==> src/rtl/vio_pkg.sv <==
// Shared types and constants for the VIO command responder.
// VIO_HDR_CHECK_EN adds the CHECK state (header followed by its one's complement).
package vio_pkg;

  localparam int DATA_W = 16;
  localparam logic [3:0] STATUS_SIG = 4'hA;

  localparam int ST_BUSY    = 11;
  localparam int ST_OVF     = 10;
  localparam int ST_BAD_OP  = 9;
  localparam int ST_CHK_ERR = 8;

  typedef enum logic [3:0] {
    OP_NOP    = 4'd0,
    OP_WRITE  = 4'd1,
    OP_READ   = 4'd2,
    OP_CLRERR = 4'd3
  } opcode_e;

`ifdef VIO_HDR_CHECK_EN
  typedef enum logic [1:0] {S_IDLE = 2'd0, S_HDR = 2'd1, S_CHECK = 2'd2, S_PAYLOAD = 2'd3} state_e;
`else
  typedef enum logic [1:0] {S_IDLE = 2'd0, S_HDR = 2'd1, S_PAYLOAD = 2'd3} state_e;
`endif

  function automatic logic [DATA_W-1:0] status_word(input logic busy, input logic ovf,
                                                    input logic bad_op, input logic chk_err,
                                                    input logic [3:0] cnt);
    logic [DATA_W-1:0] w;
    w = '0;
    w[15:12]    = STATUS_SIG;
    w[ST_BUSY]    = busy;
    w[ST_OVF]     = ovf;
    w[ST_BAD_OP]  = bad_op;
    w[ST_CHK_ERR] = chk_err;
    w[3:0]      = cnt;
    return w;
  endfunction

endpackage

==> src/rtl/vio_fifo.sv <==
// Fall-through command-word FIFO; a push into a full FIFO succeeds only alongside a pop.
module vio_fifo
  import vio_pkg::*;
#(
  parameter int DEPTH = 8
) (
  input  logic                       clk,
  input  logic                       reset_n,
  input  logic                       flush,
  input  logic                       push,
  input  logic                       pop,
  input  logic [DATA_W-1:0]          din,
  output logic [DATA_W-1:0]          dout,
  output logic                       full,
  output logic                       empty,
  output logic [$clog2(DEPTH):0]     count
);

  localparam int AW = $clog2(DEPTH);

  logic [DATA_W-1:0] mem [DEPTH];
  logic [AW-1:0]     wr_ptr, rd_ptr;
  logic              push_ok, pop_ok;

  assign full    = (count == (AW+1)'(DEPTH));
  assign empty   = (count == '0);
  assign pop_ok  = pop && !empty;
  assign push_ok = push && (!full || pop_ok);
  assign dout    = mem[rd_ptr];

  always_ff @(posedge clk) begin
    if (push_ok && !flush) mem[wr_ptr] <= din;
  end

  always_ff @(posedge clk or negedge reset_n) begin
    if (!reset_n) begin
      wr_ptr <= '0;
      rd_ptr <= '0;
      count  <= '0;
    end else if (flush) begin
      wr_ptr <= '0;
      rd_ptr <= '0;
      count  <= '0;
    end else begin
      if (push_ok) wr_ptr <= wr_ptr + AW'(1);
      if (pop_ok)  rd_ptr <= rd_ptr + AW'(1);
      case ({push_ok, pop_ok})
        2'b10:   count <= count + (AW+1)'(1);
        2'b01:   count <= count - (AW+1)'(1);
        default: count <= count;
      endcase
    end
  end

endmodule

==> src/rtl/vio_responder.sv <==
// Host-link command responder: queues strobed words, decodes NOP/WRITE/READ/CLRERR into a 16x16 register file.
// VIO_HDR_CHECK_EN requires each header to be followed by its one's complement.
module vio_responder
  import vio_pkg::*;
#(
  parameter int FIFO_DEPTH = 8
) (
  input  logic        clk,
  input  logic        reset_n,
  input  logic        vio_en,
  input  logic        vio_strobe,
  input  logic [15:0] vio_din,
  output logic [15:0] vio_dout,
  output logic [15:0] vio_cfg,
  output logic        reg_wr,
  output logic [3:0]  reg_addr,
  output logic [15:0] reg_data
);

  localparam int CW = $clog2(FIFO_DEPTH) + 1;

  logic [CW-1:0] fifo_count;
  logic          fifo_full, fifo_empty;
  logic [15:0]   fifo_dout;
  logic          push, pop, drop;

  state_e        state;
  logic [15:0]   regs [16];
  logic [3:0]    addr_q;
  logic [7:0]    cnt_q;
  logic [15:0]   resp;
  logic          resp_valid, ovf, bad_op, chk_bit, busy;

  logic [15:0]   cmd;
  logic [3:0]    cmd_op, cmd_addr;
  logic [7:0]    cmd_cnt;
  logic          exec, clr, bad;

  assign pop  = vio_en && !fifo_empty && (state != S_IDLE);
  assign push = vio_en && vio_strobe && (!fifo_full || pop);
  assign drop = vio_en && vio_strobe && fifo_full && !pop;

  vio_fifo #(.DEPTH(FIFO_DEPTH)) u_fifo (
    .clk     (clk),
    .reset_n (reset_n),
    .flush   (!vio_en),
    .push    (push),
    .pop     (pop),
    .din     (vio_din),
    .dout    (fifo_dout),
    .full    (fifo_full),
    .empty   (fifo_empty),
    .count   (fifo_count)
  );

`ifdef VIO_HDR_CHECK_EN
  logic [15:0] hdr_q;
  logic        discard_q, chk_err, chk_ok;
  assign cmd     = hdr_q;
  assign chk_ok  = (fifo_dout == ~hdr_q);
  assign exec    = (state == S_CHECK) && pop && chk_ok;
  assign chk_bit = chk_err;
`else
  assign cmd     = fifo_dout;
  assign exec    = (state == S_HDR) && pop;
  assign chk_bit = 1'b0;
`endif

  assign cmd_op   = cmd[15:12];
  assign cmd_addr = cmd[11:8];
  assign cmd_cnt  = cmd[7:0];
  assign clr      = exec && (cmd_op == OP_CLRERR);
  assign bad      = exec && (cmd_op > OP_CLRERR);

  assign busy     = (state != S_IDLE) || !fifo_empty;
  assign vio_cfg  = regs[0];
  assign vio_dout = resp_valid ? resp : status_word(busy, ovf, bad_op, chk_bit, 4'(fifo_count));

  always_ff @(posedge clk or negedge reset_n) begin
    if (!reset_n) begin
      state      <= S_IDLE;
      for (int i = 0; i < 16; i++) regs[i] <= '0;
      addr_q     <= '0;
      cnt_q      <= '0;
      resp       <= '0;
      resp_valid <= 1'b0;
      ovf        <= 1'b0;
      bad_op     <= 1'b0;
      reg_wr     <= 1'b0;
      reg_addr   <= '0;
      reg_data   <= '0;
`ifdef VIO_HDR_CHECK_EN
      hdr_q      <= '0;
      discard_q  <= 1'b0;
      chk_err    <= 1'b0;
`endif
    end else begin
      reg_wr <= 1'b0;
      // A drop coinciding with CLRERR still leaves ovf set.
      ovf    <= (ovf && !clr) || drop;
      bad_op <= (bad_op && !clr) || bad;
      if (push) resp_valid <= 1'b0;

      if (!vio_en) begin
        state <= S_IDLE;
      end else begin
        case (state)
          S_IDLE: if (!fifo_empty) state <= S_HDR;
          S_HDR: begin
`ifdef VIO_HDR_CHECK_EN
            hdr_q <= fifo_dout;
            state <= S_CHECK;
`else
            state <= S_IDLE;
`endif
          end
`ifdef VIO_HDR_CHECK_EN
          S_CHECK: begin
            // A failed check still consumes a WRITE's payload so the stream stays aligned.
            if (pop && !chk_ok) begin
              chk_err <= 1'b1;
              if (hdr_q[15:12] == OP_WRITE && hdr_q[7:0] != 8'd0) begin
                discard_q <= 1'b1;
                cnt_q     <= hdr_q[7:0];
                state     <= S_PAYLOAD;
              end else begin
                state <= S_IDLE;
              end
            end
          end
`endif
          S_PAYLOAD: begin
            if (pop) begin
`ifdef VIO_HDR_CHECK_EN
              if (!discard_q)
`endif
              begin
                regs[addr_q] <= fifo_dout;
                reg_wr       <= 1'b1;
                reg_addr     <= addr_q;
                reg_data     <= fifo_dout;
              end
              addr_q <= addr_q + 4'd1;
              cnt_q  <= cnt_q - 8'd1;
              if (cnt_q == 8'd1) state <= S_IDLE;
            end
          end
          default: state <= S_IDLE;
        endcase

        if (exec) begin
          state <= S_IDLE;
          case (cmd_op)
            OP_WRITE: begin
              if (cmd_cnt != 8'd0) begin
                addr_q <= cmd_addr;
                cnt_q  <= cmd_cnt;
`ifdef VIO_HDR_CHECK_EN
                discard_q <= 1'b0;
`endif
                state  <= S_PAYLOAD;
              end
            end
            OP_READ: begin
              resp       <= regs[cmd_addr];
              resp_valid <= 1'b1;
            end
`ifdef VIO_HDR_CHECK_EN
            OP_CLRERR: chk_err <= 1'b0;
`endif
            default: ;
          endcase
        end
      end
    end
  end

endmodule

==> config.mk <==
export PLATFORM = sky130hd
export DESIGN_NAME = vio_responder
export DESIGN_NICKNAME = d
export VERILOG_FILES = /design/src/rtl/vio_pkg.sv /design/src/rtl/vio_fifo.sv /design/src/rtl/vio_responder.sv
export SDC_FILE = /design/constraint.sdc
export NUM_CORES = 1
export LEC_CHECK = 0
export BUFFER_PORTS_ARGS = -buffer_cell sky130_fd_sc_hd__buf_2
export CORE_ASPECT_RATIO = 0.7
export CORE_MARGIN = 2
export CORE_UTILIZATION = 50
export DETAILED_ROUTE_END_ITERATION = 6
export GPL_ROUTABILITY_DRIVEN = 0
export PLACE_DENSITY = 0.66
export SYNTH_ARGS = -nofsm -noshare
export SYNTH_HDL_FRONTEND = slang
export SYNTH_SLANG_ARGS = --single-unit
export TNS_END_PERCENT = 1
==> constraint.sdc <==
create_clock -name clk -period 3.5 [get_ports clk]
set_input_delay 0.35 -clock clk [delete_from_list [all_inputs] [get_ports clk]]
set_output_delay 0.35 -clock clk [all_outputs]
set_load 0.005 [all_outputs]
## Word-level counts from Yosys, hierarchy flattened

Memories as Yosys holds them, arrays and structs flattened.
Index checks and enable logic that the tools add are counted.

| storage, ports and cells | value |
|---|---|
| output and inout port bits | 53 |
| memories | 1 |
| RAM bits | 128 |
| register bits | 320 |
| input port bits | 20 |

Memories:

| name | depth | bits a word | read ports | clocked after Yosys merged registers in | write ports | RTL line | text |
|---|---|---|---|---|---|---|---|
| u_fifo.mem | 8 | 16 | 1 | 0 | 1 | vio_fifo.sv:21 | `logic [DATA_W-1:0] mem [DEPTH];` |

| operators by class | value |
|---|---|
| muxes and demuxes | 40 |
| add/subtract/negate cells | 6 |
| eq/ne operators | 15 |
| $lt $le $gt $ge | 4 |
| bitwise logic cells | 2 |
| reductions and logical operators | 31 |

Operators by type and width:

| cell | count |
|---|---|
| $bwmux W256 | 1 |
| $bmux W16 S4 | 1 |
| $demux W16 S4 | 1 |
| $mux W16 | 4 |
| $mux W8 | 5 |
| $mux W4 | 6 |
| $logic_and A1 B1 Y1 | 15 |
| $mux W2 | 7 |
| $mux W3 | 4 |
| $ne A4 B4 Y1 const B | 3 |
| $ge A5 B5 Y1 const B | 2 |
| $not A4 Y5 | 2 |
| $mux W1 | 9 |
| $reduce_and A3 Y1 | 3 |
| $add A4 B1 Y4 const B | 2 |
| $eq A4 B2 Y1 const B | 2 |
| $eq A8 B1 Y1 const B | 1 |
| $pmux W4 S2 | 1 |
| $reduce_bool A8 Y1 | 1 |
| $sub A8 B1 Y8 const B | 1 |
| $add A3 B1 Y3 const B | 2 |
| $logic_or A1 B1 Y1 | 5 |
| $lt A5 B1 Y1 const B | 1 |
| $eq A2 B1 Y1 const B | 2 |
| 12 further kinds | 17 |

## Depth between registers and ports, before layout

Gate-level depths: netlist of run 1.

| logic depth | value |
|---|---|
| depth after elaboration | 10 |
| gate-level depth with buffers | 13 |
| mapped depth without buffers | 8 |

## By module

A second synthesis of run 1 with hierarchy kept.

| unflattened totals | value |
|---|---|
| cell total of the unflattened synthesis | 1275 |
| area total of the unflattened synthesis | 19969.2 µm² |

By module, submodules not included:

| module | area an instance (µm²) | sequential area each (µm²) | cells each | times used |
|---|---|---|---|---|
| vio_responder | 14330.0 | 7757.4 | 1012 | 1 |
| vio_fifo | 5639.2 | 4093.9 | 263 | 1 |

## Least setup slack after synthesis of run 1

OpenSTA, ideal clock, no wires.

| timing | value |
|---|---|
| path type | flip-flop to flip-flop |
| start point | reg u_fifo.count[1] |
| end point | mem u_fifo.mem[0][0] (enable) |
| required time | 3.091 ns |
| stages on the path, launching flop included | 7 |
| setup slack | 0.680 ns |
| setup time | 0.409 ns |
| buffers on the path | 1 |
| period minus slack after synthesis | 2.820 ns |
| arrival | 2.411 ns |
| path through | dfrtp_1 -> clkbuf_1 -> nor4_1 -> nor2_1 -> o211ai_1 -> or2_2 -> nor3_1 |

| between the ends | value |
|---|---|
| longest elaborated chain between the ends | 10 |

RTL lines:

| element | RTL line | text |
|---|---|---|
| from (decl) | vio_fifo.sv:16 | `output logic [$clog2(DEPTH):0] count` |
| from (signal assigned) | vio_fifo.sv:48 | `2'b10: count <= count + (AW+1)'(1);` |
| from (signal assigned) | vio_fifo.sv:49 | `2'b01: count <= count - (AW+1)'(1);` |
| from (signal assigned) | vio_fifo.sv:50 | `default: count <= count;` |
| $logic_not A4 Y1 | vio_fifo.sv:26 | `assign empty = (count == '0);` |
| $logic_not A1 Y1 | vio_fifo.sv:27, vio_responder.sv:39 |  |
| $logic_and A1 B1 Y1 (2 in series) | vio_responder.sv:39 | `assign pop = vio_en && !fifo_empty && (state != S_IDLE);` |
| $logic_or A1 B1 Y1 / $logic_and A1 B1 Y1 (equally long branches) | vio_responder.sv:40, vio_fifo.sv:27 |  |
| $logic_and A1 B1 Y1 / $logic_or A1 B1 Y1 (equally long branches) | vio_responder.sv:40, vio_fifo.sv:28 |  |
| $logic_and A1 B1 Y1 * | vio_fifo.sv:28 | `assign push_ok = push && (!full \|\| pop_ok);` |
| $logic_and A1 B1 Y1 * | vio_fifo.sv:32 | `if (push_ok && !flush) mem[wr_ptr] <= din;` |
| $mux W1 * | vio_fifo.sv:32 |  |
| $mux W1 (implied by the code) * | vio_fifo.sv:32 |  |
| to (decl) | vio_fifo.sv:21 |  |

Every way passes the cells marked *; elsewhere a longest branch is shown, timed or not.

## Worst setup path in the final report of run 1

| timing | value |
|---|---|
| start point | reg u_fifo.rd_ptr[0] |
| end point | reg resp[8] |

| between the ends | value |
|---|---|
| longest elaborated chain between the ends | 5 |

RTL lines:

| element | RTL line | text |
|---|---|---|
| from (decl) | vio_fifo.sv:22 | `logic [AW-1:0] wr_ptr, rd_ptr;` |
| from (signal assigned) | vio_fifo.sv:46 | `if (pop_ok) rd_ptr <= rd_ptr + AW'(1);` |
| $mem_v2 Z8 W16 * | -- |  |
| $not A4 Y5 (implied by the code) | vio_responder.sv:165 | `resp <= regs[cmd_addr];` |
| $bmux W16 S4 | vio_responder.sv:165 |  |
| $mux W16 (implied by the code) (2 in series) | vio_responder.sv:165 |  |
| to (signal assigned) | vio_responder.sv:165 |  |
| to (decl) | vio_responder.sv:31 | `logic [15:0] resp;` |

Every way passes the cells marked *; elsewhere a longest branch is shown, timed or not. The select of a mux whose other input is x is not followed.
A chain may end at the register's enable or synchronous reset.

==> results of run 1 <==
-- cells by family after synthesis --
kind of cell | after synthesis | synth area share, %
buf+inv | 154 | 3.93
mux | 160 | 10.5
xor+xnor | 8 | 0.362
flops | 448 | 61.3
fa+ha+maj | 10 | 0.647
compound gates | 377 | 11.1
simple gates | 558 | 12.2
-- layer usage --
metal | share of wire (%) | vias up | GRT usage (%)
met5 | 0.024 | - | 0
met4 | 1.9 | 2 | 6.47
met2 | 43 | 428 | 36.9
li1 | - | 6175 | -
met3 | 7.5 | 72 | 5.17
met1 | 48 | 6653 | 40.4
-- worst register-to-register path: cells and delay by family (launching register included) --
| family | cells | cell delay [ns] |
|---|---|---|
| AO/OA/AOI/OAI | 3 | 0.90 |
| buffers and inverters | 2 | 0.47 |
| flip-flops | 1 | 0.57 |
| multiplexers | 3 | 1.15 |
-- layout make-up --
type / count / area [µm²]
antenna: 3 / 7.51
clock buffer: 64 / 1290
clock inverter: 10 / 81.3
fill: 3210 / 16500
inverter: 11 / 41.3
multi-input combinational: 1113 / 6790
sequential: 448 / 11900
tap: 496 / 621
timing repair buffer: 150 / 1070
-- state kept, by name (all words and copies together), names as in the netlist, 4 cells and up --
signal	count
addr_q	4
vio_cfg	16
regs	240
reg_data	16
reg_addr	4
u_fifo.count	4
u_fifo.mem	128
cnt_q	8
resp	16
-- cells in the mapped netlist, types with 2 or more instances --
cell type / n / area share (%)
nand2_1: 416 / 8.1
dfrtp_1: 320 / 41
o21ai_0: 287 / 7.4
edfxtp_1: 128 / 20
mux2i_1: 117 / 6.1
clkbuf_1: 90 / 1.7
nand3_1: 53 / 1.4
mux4_2: 32 / 3.7
a32oi_1: 23 / 1.0
buf_4: 20 / 0.78
buf_2: 19 / 0.49
nand4_1: 18 / 0.58
nor2_1: 17 / 0.33
and2_1: 12 / 0.39
buf_6: 11 / 0.64
ha_1: 10 / 0.65
inv_1: 10 / 0.19
a31oi_1: 9 / 0.29
nor3_1: 9 / 0.23
o211ai_1: 9 / 0.35
mux2_2: 8 / 0.47
nand2b_1: 8 / 0.26
o21ai_1: 8 / 0.21
xnor2_1: 6 / 0.27
a2111oi_0: 5 / 0.23
o2111ai_1: 5 / 0.23
o22ai_1: 5 / 0.16
a222oi_1: 4 / 0.21
a31o_1: 4 / 0.18
nand3b_1: 4 / 0.16
nor4_1: 4 / 0.13
a21oi_1: 3 / 0.078
buf_1: 3 / 0.058
mux2i_2: 3 / 0.21
nor2b_1: 3 / 0.097
or2_1: 3 / 0.097
a21o_1: 2 / 0.078
nor4b_1: 2 / 0.091
or4_1: 2 / 0.078
xor2_1: 2 / 0.091
-- power breakdown --
group	switching [mW]	internal [mW]
Combinational	1.78	1.01
Clock	1.97	2.62
Sequential	0.263	5.59
-- per-stage QoR --
stage | total power [mW] | area [µm²]
after CTS | 13.3 | 21700
final | 13.2 | 21800
after detailed placement | 8.72 | 20400
after floorplan | 7.57 | 19300
after global placement | 8.68 | 20400
after global routing | 13.7 | 21700
-- worst max-delay path by stage --
stage | startpoint | end | slack (ns) | cells after the start
floorplan | u_fifo.count[1] | u_fifo.mem[0][0] | 0.68 | 6
global placement | u_fifo.rd_ptr[0] | resp[8] | 0.43 | 8
detailed placement | u_fifo.rd_ptr[0] | resp[8] | 0.35 | 8
CTS | u_fifo.rd_ptr[0] | resp[8] | 0.35 | 8
global route | u_fifo.rd_ptr[0] | resp[8] | 0.09 | 8
finish | u_fifo.rd_ptr[0] | resp[8] | 0.33 | 8
==> impl_metrics.py, run 1 <==
metrics = {
    "outcome": {
        "status": "finished, final reports clean",
    },
    "sta": {
        "fin_hold_ws_ns": 0.0644,
        "setup_viol": 0,
        "slew_violations": 0,
        "setup_ws_ns": 0.328,
        "max_slew_margin_pct": 12.9,
        "skew_ns": 0.0130,
        "max_freq_mhz": 315,
        "finalHoldViolCount": 0,
        "rsz0062_at_grt": "no",
        "fin_crit_sh_pct": 90.6,
        "final.setup.tns_ns": 0,
        "worst_pin_slew_ns": 1.31,
        "fin_crit_ns": 3.17,
    },
    "cells_and_area": {
        "syn2layout_area_growth_pct": 12.5,
        "instances_no_fill": 2295,
        "final_common_cell": "nand2_1",
        "fin_util_pct": 56.8,
        "drive_gt1_share_pct": 15.1,
        "final_cell_mix": "nand2_1 (416), dfrtp_1 (319), o21ai_0 (287), edfxtp_1 (128), mux2i_1 (114)",
        "nets": 1797,
    },
    "synth": {
        "synth_seq_cells": 448,
        "synth_area_per_cell_um2": 11.3,
        "syn_inst": 1715,
        "synth_area_mm2": 0.0193,
        "synth_edf_count": 128,
        "yosysWarnings": 0,
        "ys_seq_area_share_pct": 61.3,
        "ys_types": 61,
        "synth_async_sr_flop_share_pct": 71.4,
        "synth_top_flop_cell": "dfrtp_1",
        "synth.net_count": 1745,
    },
    "critical_path": {
        "worstPathArrival_ns": 3.65,
        "rrSetupSlack_ns": 0.33,
        "end_kind": "flip-flop",
        "crit_required_ns": 3.98,
        "reg2reg_from": "u_fifo.rd_ptr[0]",
        "critical-path-top-delay-family": "multiplexers",
        "worstPathCellList": "buf_12, mux4_2, mux2_8, buf_12, mux2i_1, a2111oi_0, a32oi_1, o21ai_1",
        "critPathMostFrequentCell": "buf_12",
        "crit_type": "reg -> reg",
        "worst_setup_path_start_kind": "flip-flop",
        "worstPathMaxFanout": 56,
        "rr_worst_depth": 8,
        "cpPeakStageDelay_ns": 0.60,
        "critPathSlowestCell": "a2111oi_0",
        "crit_buf_inv": 2,
        "r2r_end": "resp[8]",
    },
    "clock_tree": {
        "ctsHoldBuffers": 1,
        "cts_sinks": 448,
        "clk_path_buf_depth": 3,
        "cts-root-buf": "clkbuf_16",
        "htree_levels": 2,
        "post_cts_resize_count": 0,
        "clk_latency_ns": 0.55,
        "cts_tree": "yes",
        "cts-buffers-inserted": 43,
        "cts.clk_slew.worst_paths_ns": 0.06,
        "postCtsSetupBuffers": 0,
    },
    "global_routing": {
        "gr-total-overflow": 0,
        "grt.total_usage_pct": 25.8,
        "antenna_found_initial": 3,
        "grt_pass1_vias": 13200,
        "grt_pass1_wl_um": 78900,
        "grt_start_max_net_pins": 99,
    },
    "detailed_routing": {
        "drc": 0,
        "drt_wl_total_um": 50200,
        "drt-pass1-iter-count": 5,
        "via_per_inst": 5.81,
        "drt-initial-drc-count": 1332,
        "ant_nets": 0,
        "vias": 13300,
        "routedWlPerCell_um": 21.9,
    },
    "worst_hold_path": {
        "worstHoldStart": "vio_din[15]",
        "hold_path_end": "u_fifo.mem[1][15]",
        "min_path_type": "in -> reg",
        "holdPathStages": 1,
    },
    "die": {
        "io_pins": 73,
        "die_w_um": 239,
        "coreArea_mm2": 0.0383,
        "die_area_mm2": 0.0403,
        "initial_core_util_pct": 50.5,
        "rows": 60,
        "die_y_um": 169,
    },
    "placement": {
        "port_buffers": 72,
        "dp.cells": 2217,
        "place_ws_ns": 0.348,
        "hpwlAfterDp_um": 32600,
    },
    "power": {
        "p_leak_nw": 9.17,
        "ir_worst_vdd_v": 0.000327,
        "cellPowerDensity_mw_per_mm2": 608,
    },
    "run": {
        "cap_violations": 0,
    },
}
Note: power is estimated with default switching activity, not from simulation.
==> run 2: changes to the inputs <==
--- a/config.mk
+++ b/config.mk
@@ -12,6 +12,7 @@
 export DETAILED_ROUTE_END_ITERATION = 6
 export GPL_ROUTABILITY_DRIVEN = 0
 export PLACE_DENSITY = 0.66
+export REMOVE_ABC_BUFFERS = 1
 export SYNTH_ARGS = -nofsm -noshare
 export SYNTH_HDL_FRONTEND = slang
 export SYNTH_SLANG_ARGS = --single-unit
==> impl_metrics.py, run 2 (synthesized netlist as in run 1, its figures left out) <==
metrics = {
    "outcome": {
        "status": "finished, final reports clean",
    },
    "die": {
        "die_area_mm2": 0.0403,
        "die_y_um": 169,
        "die_w_um": 239,
        "io_pins": 73,
        "rows": 60,
        "coreArea_mm2": 0.0383,
        "initial_core_util_pct": 50.5,
    },
    "power": {
        "switching_share_pct": 29.5,
        "power.internal_mw": 9.45,
        "ir_worst_vdd_v": 0.000425,
        "pwr-share-clk_pct": 36.2,
        "cellPowerDensity_mw_per_mm2": 615,
        "combPwrFrac_pct": 20.4,
        "p_leak_nw": 9.19,
        "netSwitchingPower_mw": 3.96,
        "seqPwrFrac_pct": 43.4,
    },
    "sta": {
        "setup_viol": 0,
        "fin_hold_ws_ns": 0.0489,
        "setup_ws_ns": 0.227,
        "fin_crit_ns": 3.27,
        "fin_crit_sh_pct": 93.5,
        "finalHoldViolCount": 0,
        "final.setup.tns_ns": 0,
        "rsz0062_at_grt": "no",
        "skew_ns": 0.0271,
        "worst_pin_slew_ns": 1.10,
        "max_freq_mhz": 306,
        "slew_violations": 0,
        "max_slew_margin_pct": 26.9,
    },
    "global_routing": {
        "antenna_found_initial": 1,
        "grt_start_max_net_pins": 105,
        "grt_pass1_vias": 13000,
        "gr-total-overflow": 0,
        "grt_pass1_wl_um": 75900,
        "grt.total_usage_pct": 24.6,
    },
    "clock_tree": {
        "post_cts_resize_count": 0,
        "clk_latency_ns": 0.56,
        "postCtsSetupBuffers": 0,
        "cts_tree": "yes",
        "cts.clk_slew.worst_paths_ns": 0.07,
        "clk_path_buf_depth": 3,
        "cts_sinks": 448,
        "cts-root-buf": "clkbuf_16",
        "cts-buffers-inserted": 43,
        "htree_levels": 2,
    },
    "cells_and_area": {
        "final_cell_mix": "nand2_1 (416), dfrtp_1 (319), o21ai_0 (287), edfxtp_1 (128), mux2i_1 (113)",
        "largest_reg_flops": 240,
        "syn2layout_area_growth_pct": 12.9,
        "fin_area_mm2": 0.0218,
        "final_common_cell": "nand2_1",
        "fillers": 3211,
        "fin_util_pct": 57.0,
        "top_register": "regs",
        "top_regs": "regs: 240 flops, u_fifo.mem: 128 flops",
        "nets": 1794,
        "drive_gt1_share_pct": 15.1,
        "diodes": 0,
    },
    "critical_path": {
        "crit_required_ns": 3.99,
        "reg2reg_from": "u_fifo.rd_ptr[0]",
        "rr_worst_depth": 7,
        "crit_type": "reg -> reg",
        "critical-path-top-delay-family": "simple AND/OR/NAND/NOR gates",
        "r2r_end": "addr_q[0]",
        "critPathSlowestCell": "dfrtp_2",
        "rrSetupSlack_ns": 0.23,
        "worstPathArrival_ns": 3.77,
        "worstPathCellList": "buf_4, mux4_2, or4_1, nor4_1, o211a_2, or2_1, o221a_1",
        "worst_setup_path_start_kind": "flip-flop",
        "worstPathMaxFanout": 12,
        "crit_buf_inv": 1,
        "end_kind": "flip-flop",
        "cpPeakStageDelay_ns": 0.66,
    },
    "detailed_routing": {
        "drc": 0,
        "via_per_inst": 5.83,
        "vias": 13400,
        "routedWlPerCell_um": 21.0,
        "drt-initial-drc-count": 1276,
        "ant_nets": 0,
        "drt_wl_total_um": 48200,
        "drt-pass1-iter-count": 5,
    },
    "placement": {
        "place_ws_ns": 0.241,
        "hpwlAfterDp_um": 30300,
        "port_buffers": 72,
        "place_area_mm2": 0.0203,
    },
    "worst_hold_path": {
        "hold_path_end": "u_fifo.mem[6][6]",
        "worstHoldStart": "vio_din[6]",
        "holdPathStages": 1,
        "min_path_type": "in -> reg",
    },
    "run": {
        "cap_violations": 0,
    },
}
[run 2: metrics by stage]
step | power [mW] | cells
2_1_floorplan | 7.42 | 1572
3_3_place_gp | 8.57 | 2214
3_5_place_dp | 8.63 | 2214
4_1_cts | 13.5 | 2293
5_1_grt | 13.9 | 2293
6_report | 13.4 | 2293
[run 2: cell type report]
type	instances	area [µm²]	share of cell area (%)
timing repair buffer	147	1050	4.80
multi-input combinational	1113	6790	31.1
tap	496	621	2.84
inverter	11	41.3	0.189
clock inverter	17	229	1.05
clock buffer	61	1240	5.70
sequential	448	11900	54.3
[run 2: how the worst max path moves through the flow]
stage | from | endpoint | slack [ns] | cells after the start
final | u_fifo.rd_ptr[0] | addr_q[0] | 0.23 | 7
after global routing | u_fifo.rd_ptr[0] | resp[2] | 0.07 | 8
after CTS | u_fifo.rd_ptr[0] | addr_q[0] | 0.20 | 7
after detailed placement | u_fifo.rd_ptr[0] | addr_q[3] | 0.24 | 7
after global placement | u_fifo.rd_ptr[0] | addr_q[0] | 0.34 | 7
after floorplan | u_fifo.rd_ptr[0] | resp[11] | -1.65 | 6
[run 2: repair_timing]
action,4_1_cts,5_1_grt
hold buffers,1,0
hold endpoints to repair,97,0
endpoints found under the setup margin,0,0
[run 2: metal layers]
| layer | vias to the layer above | share of wire [%] | global-route usage [%] |
|---|---|---|---|
| li1 | 6162 | - | - |
| met1 | 6682 | 45 | 36.4 |
| met2 | 445 | 44 | 36.9 |
| met3 | 81 | 7.6 | 5.04 |
| met4 | 2 | 2.5 | 7.34 |
| met5 | - | 0.027 | 0 |
[run 2: power by group through the flow]
stage          clock (mW)  sequential, mW  combinational, mW
2_1_floorplan           0            5.90               1.52
3_3_place_gp            0            5.91               2.66
3_5_place_dp            0            5.92               2.71
4_1_cts              4.95            5.82               2.72
5_1_grt              5.16            5.86               2.93
6_report             4.85            5.83               2.73
